## config.mk

```make
export PLATFORM = sky130hd
export DESIGN_NAME = snake_body_updater
export DESIGN_NICKNAME = d
export VERILOG_FILES = /design/src/rtl/snake_body_updater.sv
export SDC_FILE = /design/constraint.sdc
export NUM_CORES = 1
export LEC_CHECK = 0
export ABC_CLOCK_PERIOD_IN_PS = 3390
export CAP_MARGIN = 30
export CORE_UTILIZATION = 53
export DETAILED_ROUTE_END_ITERATION = 7
export PLACE_DENSITY = 0.82
export RECOVER_POWER = 50
export SKIP_LAST_GASP = 1
export SYNTH_ARGS = -nofsm -noshare
export SYNTH_HDL_FRONTEND = slang
export SYNTH_SLANG_ARGS = --single-unit
export TNS_END_PERCENT = 20
```

## constraint.sdc

```tcl
create_clock -name clk -period 3.39 [get_ports clk]
set_input_delay 0.678 -clock clk [delete_from_list [all_inputs] [get_ports clk]]
set_output_delay 0.678 -clock clk [all_outputs]
set_load 0.01 [all_outputs]
```

## src/rtl/snake_body_updater.sv

```systemverilog
`default_nettype none
// ============================================================================
// Module   : snake_body_updater
// Purpose  : Advances a snake one grid cell per move_tick, shifting its tail
//            list through an external memory and wrapping at the grid edges.
// Revision : 1.0 - initial release
// ============================================================================
module snake_body_updater #(
    parameter int          GRID_W    = 40,
    parameter int          GRID_H    = 30,
    parameter logic [11:0] START_POS = 12'h28F
) (
    input  logic        clk,
    input  logic        reset,
    input  logic        move_tick,
    input  logic        grow,
    input  logic [1:0]  dir_in,
    input  logic [11:0] mem_rdata,
    output logic        mem_rd,
    output logic        mem_wr,
    output logic [6:0]  mem_addr,
    output logic [11:0] mem_wdata,
    output logic [11:0] head_pos,
    output logic [6:0]  num_tails,
    output logic        busy,
    output logic        done
);

    localparam logic [6:0] c_MAX_TAILS = 7'd127;
    localparam logic [1:0] c_DIR_UP    = 2'b00;
    localparam logic [1:0] c_DIR_RIGHT = 2'b01;
    localparam logic [1:0] c_DIR_DOWN  = 2'b10;
    localparam logic [1:0] c_DIR_LEFT  = 2'b11;
    localparam logic [5:0] c_X_MAX     = 6'(GRID_W - 1);
    localparam logic [5:0] c_Y_MAX     = 6'(GRID_H - 1);

    typedef enum logic [2:0] {
        S_IDLE = 3'd0,
        S_RD   = 3'd1,
        S_WR   = 3'd2,
        S_HEAD = 3'd3,
        S_DONE = 3'd4
    } state_t;

    state_t      r_state;
    state_t      w_next_state;
    logic [6:0]  r_idx;
    logic [6:0]  r_len;
    logic [6:0]  r_num;
    logic [1:0]  r_dir;
    logic [11:0] r_head;
    logic        r_busy;
    logic        r_done;

    logic [6:0]  w_len;
    logic        w_reverse;
    logic [5:0]  w_x;
    logic [5:0]  w_y;
    logic [5:0]  w_x_next;
    logic [5:0]  w_y_next;

    // A growing move at the tail cap degrades to a plain move
    assign w_len     = (grow && (r_num != c_MAX_TAILS)) ? r_num + 7'd1 : r_num;
    assign w_reverse = (dir_in == (r_dir ^ 2'b10)) && (r_num != 7'd0);

    assign w_x = r_head[11:6];
    assign w_y = r_head[5:0];

    always_comb begin
        w_x_next = w_x;
        w_y_next = w_y;
        case (r_dir)
            c_DIR_UP:    w_y_next = (w_y == 6'd0)    ? c_Y_MAX : w_y - 6'd1;
            c_DIR_RIGHT: w_x_next = (w_x == c_X_MAX) ? 6'd0    : w_x + 6'd1;
            c_DIR_DOWN:  w_y_next = (w_y == c_Y_MAX) ? 6'd0    : w_y + 6'd1;
            c_DIR_LEFT:  w_x_next = (w_x == 6'd0)    ? c_X_MAX : w_x - 6'd1;
        endcase
    end

    always_comb begin
        w_next_state = r_state;
        mem_rd       = 1'b0;
        mem_wr       = 1'b0;
        mem_addr     = 7'd0;
        mem_wdata    = 12'd0;
        case (r_state)
            S_IDLE: begin
                if (move_tick) begin
                    if (w_len >= 7'd2)      w_next_state = S_RD;
                    else if (w_len == 7'd1) w_next_state = S_HEAD;
                    else                    w_next_state = S_DONE;
                end
            end
            S_RD: begin
                mem_rd       = 1'b1;
                mem_addr     = r_idx - 7'd1;
                w_next_state = S_WR;
            end
            S_WR: begin
                // Read data from the preceding RD cycle moves one slot back
                mem_wr       = 1'b1;
                mem_addr     = r_idx;
                mem_wdata    = mem_rdata;
                w_next_state = (r_idx >= 7'd2) ? S_RD : S_HEAD;
            end
            S_HEAD: begin
                mem_wr       = 1'b1;
                mem_wdata    = r_head;
                w_next_state = S_DONE;
            end
            S_DONE:  w_next_state = S_IDLE;
            default: w_next_state = S_IDLE;
        endcase
    end

    always_ff @(posedge clk) begin
        if (reset) begin
            r_state <= S_IDLE;
            r_head  <= START_POS;
            r_num   <= 7'd0;
            r_dir   <= c_DIR_RIGHT;
            r_busy  <= 1'b0;
            r_done  <= 1'b0;
            r_idx   <= 7'd0;
            r_len   <= 7'd0;
        end else begin
            r_state <= w_next_state;
            r_done  <= 1'b0;
            case (r_state)
                S_IDLE: begin
                    if (move_tick) begin
                        r_len  <= w_len;
                        r_idx  <= w_len - 7'd1;
                        r_busy <= 1'b1;
                        if (!w_reverse) r_dir <= dir_in;
                    end
                end
                S_WR: r_idx <= r_idx - 7'd1;
                S_DONE: begin
                    r_head <= {w_x_next, w_y_next};
                    r_num  <= r_len;
                    r_done <= 1'b1;
                    r_busy <= 1'b0;
                end
                default: ;
            endcase
        end
    end

    assign head_pos  = r_head;
    assign num_tails = r_num;
    assign busy      = r_busy;
    assign done      = r_done;

endmodule
`default_nettype wire

```

==> metrics.md, run 1 <==
| Metric | Value |
|---|---|
| Status | `complete, no violations` |
| Inserted Clock Buffers | `5` |
| Vias/cell | `5.94` |
| Sequential cell area | `801 um2` |
| FF-to-FF setup slack | `0.35 ns` |
| CTS H-tree lvls | `2` |
| ANT cells | `0` |
| Final worst slack | `0.354 ns` |
| EDFF count, synth | `0` |
| Pre-CTS WS | `0.333 ns` |
| Slew headroom | `10.9%` |
| Yosys cell types | `67` |
| Synth area leaders | `dfxtp_1 (26%), nor2_1 (6.0%), nand2_1 (5.9%), ha_1 (5.7%), mux2i_1 (4.9%)` |
| CTS root buf | `clkbuf_8` |
| Clock insertion delay at the later pin of the skew report | `0.30 ns` |
| Total track usage | `25.8%` |
| Clock power frac | `21.4%` |
| Worst r2r src | `num_tails[0]` |
| Yosys warns | `0` |
| Pwr dens | `401 nW/um2` |
| Max-cap violations | `0` |
| Share of cells above drive strength 1 | `4.45%` |
| Design area | `3640 um2` |
| Initial Util | `55.1%` |
| I/O Buffers | `59` |
| Critical Path RT | `3.63 ns` |
| Register area share after synthesis | `26.2%` |
| Multi-input gate area | `1980 um2` |
| Setup Buffers After CTS | `0` |
| Post-DP HPWL | `5.53 mm` |
| RSZ-0062 raised after global routing | `no` |
| Combinational group share of total power | `38.1%` |
| Vias in the first global route | `2845` |
| Final Net Count | `481` |
| Crit path cell chain | `ha_1, nand2_1, o21ai_2, mux2i_1, inv_1, ha_1, or3_1, nor4_1, a31o_2` |
| Critical Path Most Common Cell | `ha_1` |
| Setup_tns | `0 ns` |
| Die width | `77.9 um` |
| CTS tree | `yes` |
| Clock skew | `0.00737 ns` |
| Post-route antenna net violation count | `0` |
| Max FO, Critical Path | `12` |
| CTS clk-pin slew, worst paths | `0.08 ns` |
| Max Clk Rate | `329 MHz` |
| TritonCTS Sinks | `40` |
| Clock Path Buffers | `2` |
| Final period util | `89.6%` |
| Final setup fails | `0` |
| Final slew viol count | `0` |
| Worst Max-Slew Pin Slew | `1.33 ns` |
| 1st-iter DRT viols | `109` |
| Die Ht | `77.9 um` |
| Global-route wire length before repair | `12.8 mm` |
| Setup CP Type | `reg -> reg` |
| Drt first pass iters | `4` |
| Leak | `0.00142 uW` |
| Worst-path cell with the longest stage delay | `dfxtp_1` |
| Post-Syn Area | `3050 um2` |
| Sequential power share | `40.5%` |
| Tot Pwr | `1460 uW` |
| Post-synth top area share | `26.2%` |
| Wire length per cell | `14.5 um` |
| Routability congestion estimate | `0.883` |
| Sw Share | `36.9%` |
| Worst path max stage delay | `0.55 ns` |
| Hold-fix buffers, CTS | `0` |
| #FFs+latches synth | `40` |
| Initial antenna violation count | `0` |
| Final Critical Period | `3.04 ns` |
| Worst Setup SP | `num_tails[0]` |
| Largest net degree at the start of global routing | `34` |
| FFs w/ async S/R, synth | `0%` |
| DIE AREA | `6070 um2` |
| I/O pin count | `60` |
| Mapped Cells | `404` |
| Area Growth Syn to Fin | `19.3%` |
| Cell taking the most area after synthesis | `dfxtp_1` |
| Synth Flop Type | `dfxtp_1` |
| Sw Pwr | `539 uW` |
| Final WL | `7.55 mm` |
| Gr ovfl total | `0` |
| Cell Int Power | `919 uW` |
| Setup crit start kind | `register` |
| FILL cells | `503` |
| Drt drc | `0` |
| Vias | `3093` |
| Peak supply drop | `0.290 mV` |
| Count of final hold-check violations | `0` |
| Std cell rows | `27` |
| Mapped Nets | `436` |
| Placement Cell Area | `3610 um2` |
| Mean post-synth cell area | `7.55 um2` |
| Setup crit end kind | `register` |
| CP arrival | `3.27 ns` |
| HP Start | `r_len[5]` |
| HP Class | `reg -> reg` |
| PostCTS Resize Cnt | `0` |
| Area of the core | `5540 um2` |
per-stage QoR:
| step | instances | hold slack, ns | util, % |
|---|---|---|---|
| 4_1_cts | 521 | 0.464 | 66.6 |
| 3_5_place_dp | 514 | 0.456 | 65.1 |
| 3_3_place_gp | 514 | 0.440 | 65.1 |
| 6_report | 521 | 0.469 | 65.7 |
| 5_1_grt | 521 | 0.489 | 65.7 |
| 2_1_floorplan | 404 | 0.432 | - |
registers in the layout (all words and copies together) (netlist names):
| signal | cells |
|---|---|
| head_pos | 12 |
| num_tails | 7 |
| r_idx | 7 |
| r_len | 7 |
| r_state | 3 |
| r_dir | 2 |
| busy | 1 |
| done | 1 |
layer usage:
layer	global-route usage, %	routed length [um]	vias to the layer above
met5	0	0	-
met1	31.7	3300	1460
met4	5.66	46	0
met2	46.4	3770	95
met3	4.71	431	6
li1	-	-	1532
path summary, 6_finish.rpt:
check            endpoint  depth (start not counted)
max            r_state[1]                          9
min          num_tails[5]                          2
max reg2reg    r_state[1]                          9
min reg2reg  num_tails[5]                          2
Yosys cell counts (all sizes together) (2+ instances only):
master / count
o21ai: 29
a21oi: 29
o21bai: 2
nor3b: 4
or4: 5
o211ai: 4
and2: 7
a21o: 2
o2111ai: 2
a221oi: 2
nand2: 49
o221ai: 2
dfxtp: 40
nor4: 7
xnor2: 7
o22ai: 4
and3: 4
a31oi: 5
mux2i: 15
nor2b: 4
a211o: 3
buf: 11
nor4bb: 2
nor2: 50
o31ai: 4
a31o: 2
xor2: 5
nand3: 11
a2bb2oi: 2
inv: 19
nor3: 11
ha: 14
nand2b: 5
a211oi: 7
nand4: 3
clkbuf: 14
layout make-up:
| type | instances | area share [%] |
|---|---|---|
| Clock buffer | 5 | 1.89 |
| Clock inverter | 2 | 0.344 |
| Inverter | 19 | 1.96 |
| Multi-Input combinational cell | 319 | 54.3 |
| Sequential cell | 40 | 22.0 |
| Tap cell | 72 | 2.48 |
| Timing Repair Buffer | 64 | 17.1 |
power by group through the flow:
stage | combinational, uW | sequential (uW) | clock (uW)
6_report | 555 | 591 | 312
5_1_grt | 613 | 601 | 340
4_1_cts | 568 | 596 | 319
3_5_place_dp | 564 | 607 | 0
3_3_place_gp | 551 | 606 | 0
2_1_floorplan | 419 | 571 | 0
cells in the final DEF (no fill, tap or decap), types with 11 or more instances in the layout:
| master | instances |
|---|---|
| dfxtp_1 | 40 |
| nor2_1 | 50 |
| inv_1 | 19 |
| ha_1 | 14 |
| mux2i_1 | 15 |
| nand3_1 | 11 |
| nand2_1 | 48 |
| clkdlybuf4s50_1 | 47 |
| dlygate4sd3_1 | 12 |
| a21oi_1 | 28 |
| nor3_1 | 11 |
| o21ai_0 | 26 |
cell families (layout without fill, tap and decap cells):
kind of cell / after synthesis / count (layout) / synth area share [%]
AND/OR/NAND/NOR: 168 / 168 / 28.2
flip-flops: 40 / 40 / 26.2
AO/OA/AOI/OAI: 109 / 109 / 23.4
XOR/XNOR: 12 / 12 / 3.44
multiplexers: 16 / 16 / 5.29
buffers and inverters: 45 / 90 / 7.63
adder cells (fa/ha/maj): 14 / 14 / 5.74
critical path, delay by kind of cell (launching register included):
| family | cells | cell delay (ns) |
|---|---|---|
| fa+ha+maj | 2 | 0.53 |
| mux | 1 | 0.39 |
| simple gates | 3 | 0.90 |
| compound gates | 2 | 0.51 |
| flops | 1 | 0.55 |
| buf+inv | 1 | 0.08 |
No activity file was read; power rests on OpenSTA's default activity.
==> run 2: changes to the inputs <==
- CAP_MARGIN: 30 -> default
==> results of run 2 <==
Same layout as run 1: the final DEF is identical, and so are final timing and power.
==> run 3: changes to the inputs <==
- CORE_UTILIZATION: 53 -> 54
- CTS_BUF_LIST: default -> sky130_fd_sc_hd__clkbuf_4 sky130_fd_sc_hd__clkbuf_8
- PLACE_DENSITY: 0.82 -> 0.83
==> run 3 against run 2 <==
Net effect: routed wire length shrank 0.23%; critical path depth shrank 5; utilization grew 1.5 points; first-iteration DRC count grew 77%; global-route usage is essentially flat; non-clock buffer count is the same; total power grew 7.4%; combinational power is essentially flat; setup slack gained 0.050 ns; worst hold slack lost 0.019 ns; critical endpoint is now mem_wdata[4]; largest cell class unchanged.
==> metrics.md, run 3 (synthesis results as in run 1) <==
| Metric | Value |
|---|---|
| Status | `complete, no violations` |
| Initial antenna violation count | `0` |
| Peak supply drop | `0.311 mV` |
| Vias | `3131` |
| PostCTS Resize Cnt | `0` |
| Slew headroom | `4.29%` |
| Commonest non-fill, non-tap cell in the layout | `nor2_1` |
| DR WL met2 | `3.65 mm` |
| 1st-iter DRT viols | `193` |
| Total track usage | `25.8%` |
| Pre-CTS WS | `0.395 ns` |
| Worst Max-Slew Pin Slew | `1.43 ns` |
| Max Used Layer | `met4` |
| Setup CP Type | `reg -> out` |
| Vias in the first global route | `2796` |
| Setup Buffers After CTS | `0` |
| DIE AREA | `5960 um2` |
| HP Class | `reg -> reg` |
| CTS root buf | `clkbuf_8` |
| Worst r2r src | `num_tails[1]` |
| RSZ-0062 raised after global routing | `no` |
| Crit-path leading delay family | `buffers and inverters` |
| I/O pin count | `60` |
| Max-cap violations | `0` |
| HP Start | `r_len[6]` |
| Reg2reg path depth | `9` |
| Max FFs per register | `12` |
| Clock power frac | `26.8%` |
| Die Ht | `77.2 um` |
| Inserted Clock Buffers | `5` |
| Tot Pwr | `1570 uW` |
| ANT cells | `0` |
| Gr ovfl total | `0` |
| Final setup fails | `0` |
| Setup crit start kind | `register` |
| Placement Cell Area | `3610 um2` |
| Final period util | `88.1%` |
| Hold_ws | `0.449 ns` |
| CP arrival | `2.31 ns` |
| CTS tree | `yes` |
| M1 wire length | `3.26 mm` |
| CTS clk-pin slew, worst paths | `0.09 ns` |
| Worst path max stage delay | `0.73 ns` |
| Critical Path RT | `2.71 ns` |
| Design area | `3680 um2` |
| Clock Path Buffers | `2` |
| Cell Int Power | `1020 uW` |
| WHS Path Cells | `2` |
| Drt first pass iters | `4` |
| Clock insertion delay at the later pin of the skew report | `0.30 ns` |
| Area Growth Syn to Fin | `20.6%` |
| Max Clk Rate | `335 MHz` |
| Sw Share | `34.9%` |
| Commonest non-fill, non-tap cells in the layout | `nor2_1 (50), nand2_1 (48), clkdlybuf4s50_1 (45)` |
| Combinational group share of total power | `35.3%` |
| Final slew viol count | `0` |
| Area of the core | `5470 um2` |
| Drt drc | `0` |
| Post-DP HPWL | `5.38 mm` |
| Final worst slack | `0.403 ns` |
| Post-route antenna net violation count | `0` |
| FF-to-FF End | `r_state[0]` |
| Hold-fix buffers, CTS | `0` |
| Initial Util | `55.8%` |
| Max FO, Critical Path | `14` |
| Setup crit end kind | `output pin` |
| Vias/cell | `6.00` |
| Final Critical Period | `2.99 ns` |
| FF-to-FF setup slack | `0.42 ns` |
| Std cell rows | `27` |
| Hold path endpoint | `num_tails[6]` |
| Sequential power share | `37.8%` |
| Final Net Count | `481` |
| Global-route wire length before repair | `12.7 mm` |
| Largest net degree at the start of global routing | `34` |
| Worst-path cell with the longest stage delay | `clkbuf_1` |
| Routability congestion estimate | `0.875` |
| Crit path cell chain | `clkbuf_1, mux2i_1, nor2_1, clkdlybuf4s50_1` |
| Sw Pwr | `546 uW` |
| TritonCTS Sinks | `40` |
| Share of cells above drive strength 1 | `4.67%` |
| Clock skew | `0.00753 ns` |
| Wire length per cell | `14.4 um` |
| Leak | `0.00144 uW` |
| I/O Buffers | `59` |
| Final WL | `7.53 mm` |
| Count of final hold-check violations | `0` |
| Pwr dens | `426 nW/um2` |
| Buffers and inverters on the worst path | `2` |
| Metal3 WL | `463 um` |
| CTS H-tree lvls | `2` |
| Setup_tns | `0 ns` |
| Die width | `77.2 um` |
==> run 3: cell types whose count changed in the layout (fill, tap and decap cells not counted), sizes merged <==
cell,change
bufinv,+1
clkbuf,+1
clkdlybuf4s50,-2
clkinvlp,-1
dlygate4sd3,+2
==> run 3: worst max path at each step <==
| stage | startpoint | end | slack [ns] | depth (start not counted) |
|---|---|---|---|---|
| finish | r_state[0] | mem_wdata[4] | 0.40 | 4 |
| global route | num_tails[1] | r_state[0] | 0.06 | 9 |
| CTS | num_tails[1] | r_state[0] | 0.41 | 9 |
| detailed placement | grow | r_state[0] | 0.40 | 8 |
| global placement | grow | r_state[0] | 0.48 | 8 |
| floorplan | num_tails[0] | r_state[0] | 0.89 | 9 |
==> run 3: power by group through the flow <==
stage / combinational (uW) / clock (uW) / sequential, uW
global placement: 547 / 0 / 606
global route: 612 / 455 / 603
finish: 553 / 421 / 593
floorplan: 419 / 0 / 571
detailed placement: 560 / 0 / 608
CTS: 563 / 426 / 596
==> run 3: cell type report <==
type	instances	area [um2]
timing repair buffer	64	621
multi-input combinational	319	1980
tap	72	90.1
sequential	40	801
inverter	19	71.3
clock inverter	2	38.8
clock buffer	6	82.6
fill	476	1790
==> run 3: metal layers <==
metal,vias to the layer above,track usage (%)
met5,-,0
met4,0,9.43
met3,18,5.83
met2,118,45.0
met1,1465,30.6
li1,1530,-
==> run 3: through the flow <==
step           util (%)  instances
3_5_place_dp       65.9        514
3_3_place_gp       65.9        514
4_1_cts            68.2        522
2_1_floorplan         -        404
5_1_grt            67.2        522
6_report           67.2        522
==> run 3: worst reg2reg max path: stages (launching register included) <==
cell	delay, ns
dfxtp_1	0.55
ha_1	0.37
nand2_1	0.17
o21ai_2	0.28
mux2i_1	0.37
inv_1	0.08
ha_1	0.17
or3_1	0.30
nor4_1	0.42
a21boi_0	0.15
==> RTL edit: new RTL, settings of run 2 <==
Reset style: asynchronous (`reset`), changed in one clocked block.
--- a/src/rtl/snake_body_updater.sv
+++ b/src/rtl/snake_body_updater.sv
@@ -114,5 +114,5 @@
     end
 
-    always_ff @(posedge clk) begin
+    always_ff @(posedge clk or posedge reset) begin
         if (reset) begin
             r_state <= S_IDLE;
Check against the original RTL: differs if reset is asserted again (counterexample within 4 cycles, from zero or initial values and one cycle with reset high); with reset held inactive, the same outputs for 10 cycles.
==> RTL edit against run 2 <==
The flow now finishes with violations (max-capacitance violations, max-slew violations); clock skew fell by 3.2 ps; final area grew 2.5%; sequential cell count unchanged; sequential share of layout area increased by 5.1 points; fmax shrank 0.38%; synthesized area down 2.1%; global-route usage up 1.2 points; wire length increased by 2.3%; largest cell class unchanged; worst setup slack got worse by 11 ps; synthesized cell count decreased by 6.4%; critical endpoint is now mem_addr[5]; cell count decreased by 4.2%.
Power is not compared: it rests on default switching activity, and its combinational part moved more than twofold at a synthesized area within 25%.
==> RTL edit: results (changes against run 2) <==
GP Congestion = 0.967 (was 0.883)
pre-CTS setup slack = 329 ps (was 333 ps)
fin nets = 460 (was 481)
Routed WL = 7.72 mm (was 7.55 mm)
GRT Util Overall = 0.270 (was 0.258)
Starting DRT DRC Count = 161 (was 109)
Placed Instances = 491 (was 514)
Post-Route Skew = 4.13 ps (was 7.37 ps)
max-slew violations = 41 (was 0)
placed cell areas = 3620 µm² (was 3610 µm²)
Seq/Total Area, Yosys = 0.338 (was 0.262)
FFs w/ async S/R, synth = 1.00 (was 0)
# Max-Cap Violations = 1 (was 0)
Synth Net Count = 410 (was 436)
proportion of layout cells with a drive suffix above 1 = 0.0653 (was 0.0445)
Yosys cell types = 58 (was 67)
first element of the critical path = r_idx[1] (was num_tails[0])
worst-path fanout max = 6 (was 12)
failing checks = max-capacitance violations, max-slew violations
fin crit period = 3050 ps (was 3040 ps)
Post-synth top cells = nand2_1 (55), nor2_1 (42), dfrtp_1 (33) (was nor2_1 (49), nand2_1 (48), dfxtp_1 (40))
FF-to-FF setup slack = 470 ps (was 350 ps)
post-DP HPWL = 5.44 mm (was 5.53 mm)
Worst Setup EP = mem_addr[5] (was r_state[1])
outcome = finished with violations (was finished, final reports clean)
reg2reg path depth = 10 (was 9)
Vias/cell = 6.08 (was 5.94)
Reg-to-Reg End = r_state[1] (unchanged)
Layout fillers = 443 (was 503)
Crit Reg-Reg Startpoint = num_tails[1] (was num_tails[0])
top area cells in the synthesized netlist = dfrtp_1 (28%), nand2_1 (6.9%), dfstp_2 (6.2%), ha_1 (5.9%), nor2_1 (5.3%) (was dfxtp_1 (26%), nor2_1 (6.0%), nand2_1 (5.9%), ha_1 (5.7%), mux2i_1 (4.9%))
CP Data Arrival Time = 2370 ps (was 3270 ps)
vias in the first global route = 2756 (was 2845)
-- RTL edit: per-layer routing --
metal	part of all wire	wire, µm	GRT usage
met1	0.44	3390	0.368
met2	0.48	3700	0.429
met3	0.062	479	0.0429
met4	0.019	150	0.104
met5	0	0	0
-- RTL edit: worst max-delay path: stages (launching register included) --
cell and delay, ps:
dfrtp_1 450, or3_1 430, or3_1 390, o31ai_1 240
clkdlybuf4s50_1 570
-- RTL edit: kinds of logic after synthesis --
family	count (synthesis)	share of synthesized area
simple gates	156	0.252
flops	40	0.338
mux	15	0.0506
xor+xnor	13	0.0406
buf+inv	39	0.0515
fa+ha+maj	14	0.0586
compound gates	101	0.208
-- RTL edit: power groups by stage --
stage          registers, mW  logic, mW  clock network (mW)
2_1_floorplan          0.911       1.36                   0
3_3_place_gp            1.02       1.92                   0
3_5_place_dp            1.03       1.95                   0
4_1_cts                 1.03       1.97               0.397
5_1_grt                 1.08       2.18               0.413
6_report                1.04       1.97               0.391
-- RTL edit: worst min-delay path by stage --
stage	endpoint	slack, ps	cells after the start
after floorplan	num_tails[2]	440	2
after global placement	num_tails[2]	440	2
after detailed placement	num_tails[5]	460	2
after CTS	num_tails[4]	490	2
after global routing	num_tails[2]	510	2
final	num_tails[4]	480	2
-- RTL edit: area by class of cell --
cell class / count / area share
clock buffer: 5 / 0.0185
clock inverter: 3 / 0.0114
inverter: 17 / 0.0171
multi-input combinational: 299 / 0.489
sequential: 40 / 0.271
tap: 70 / 0.0235
timing repair buffer: 65 / 0.169
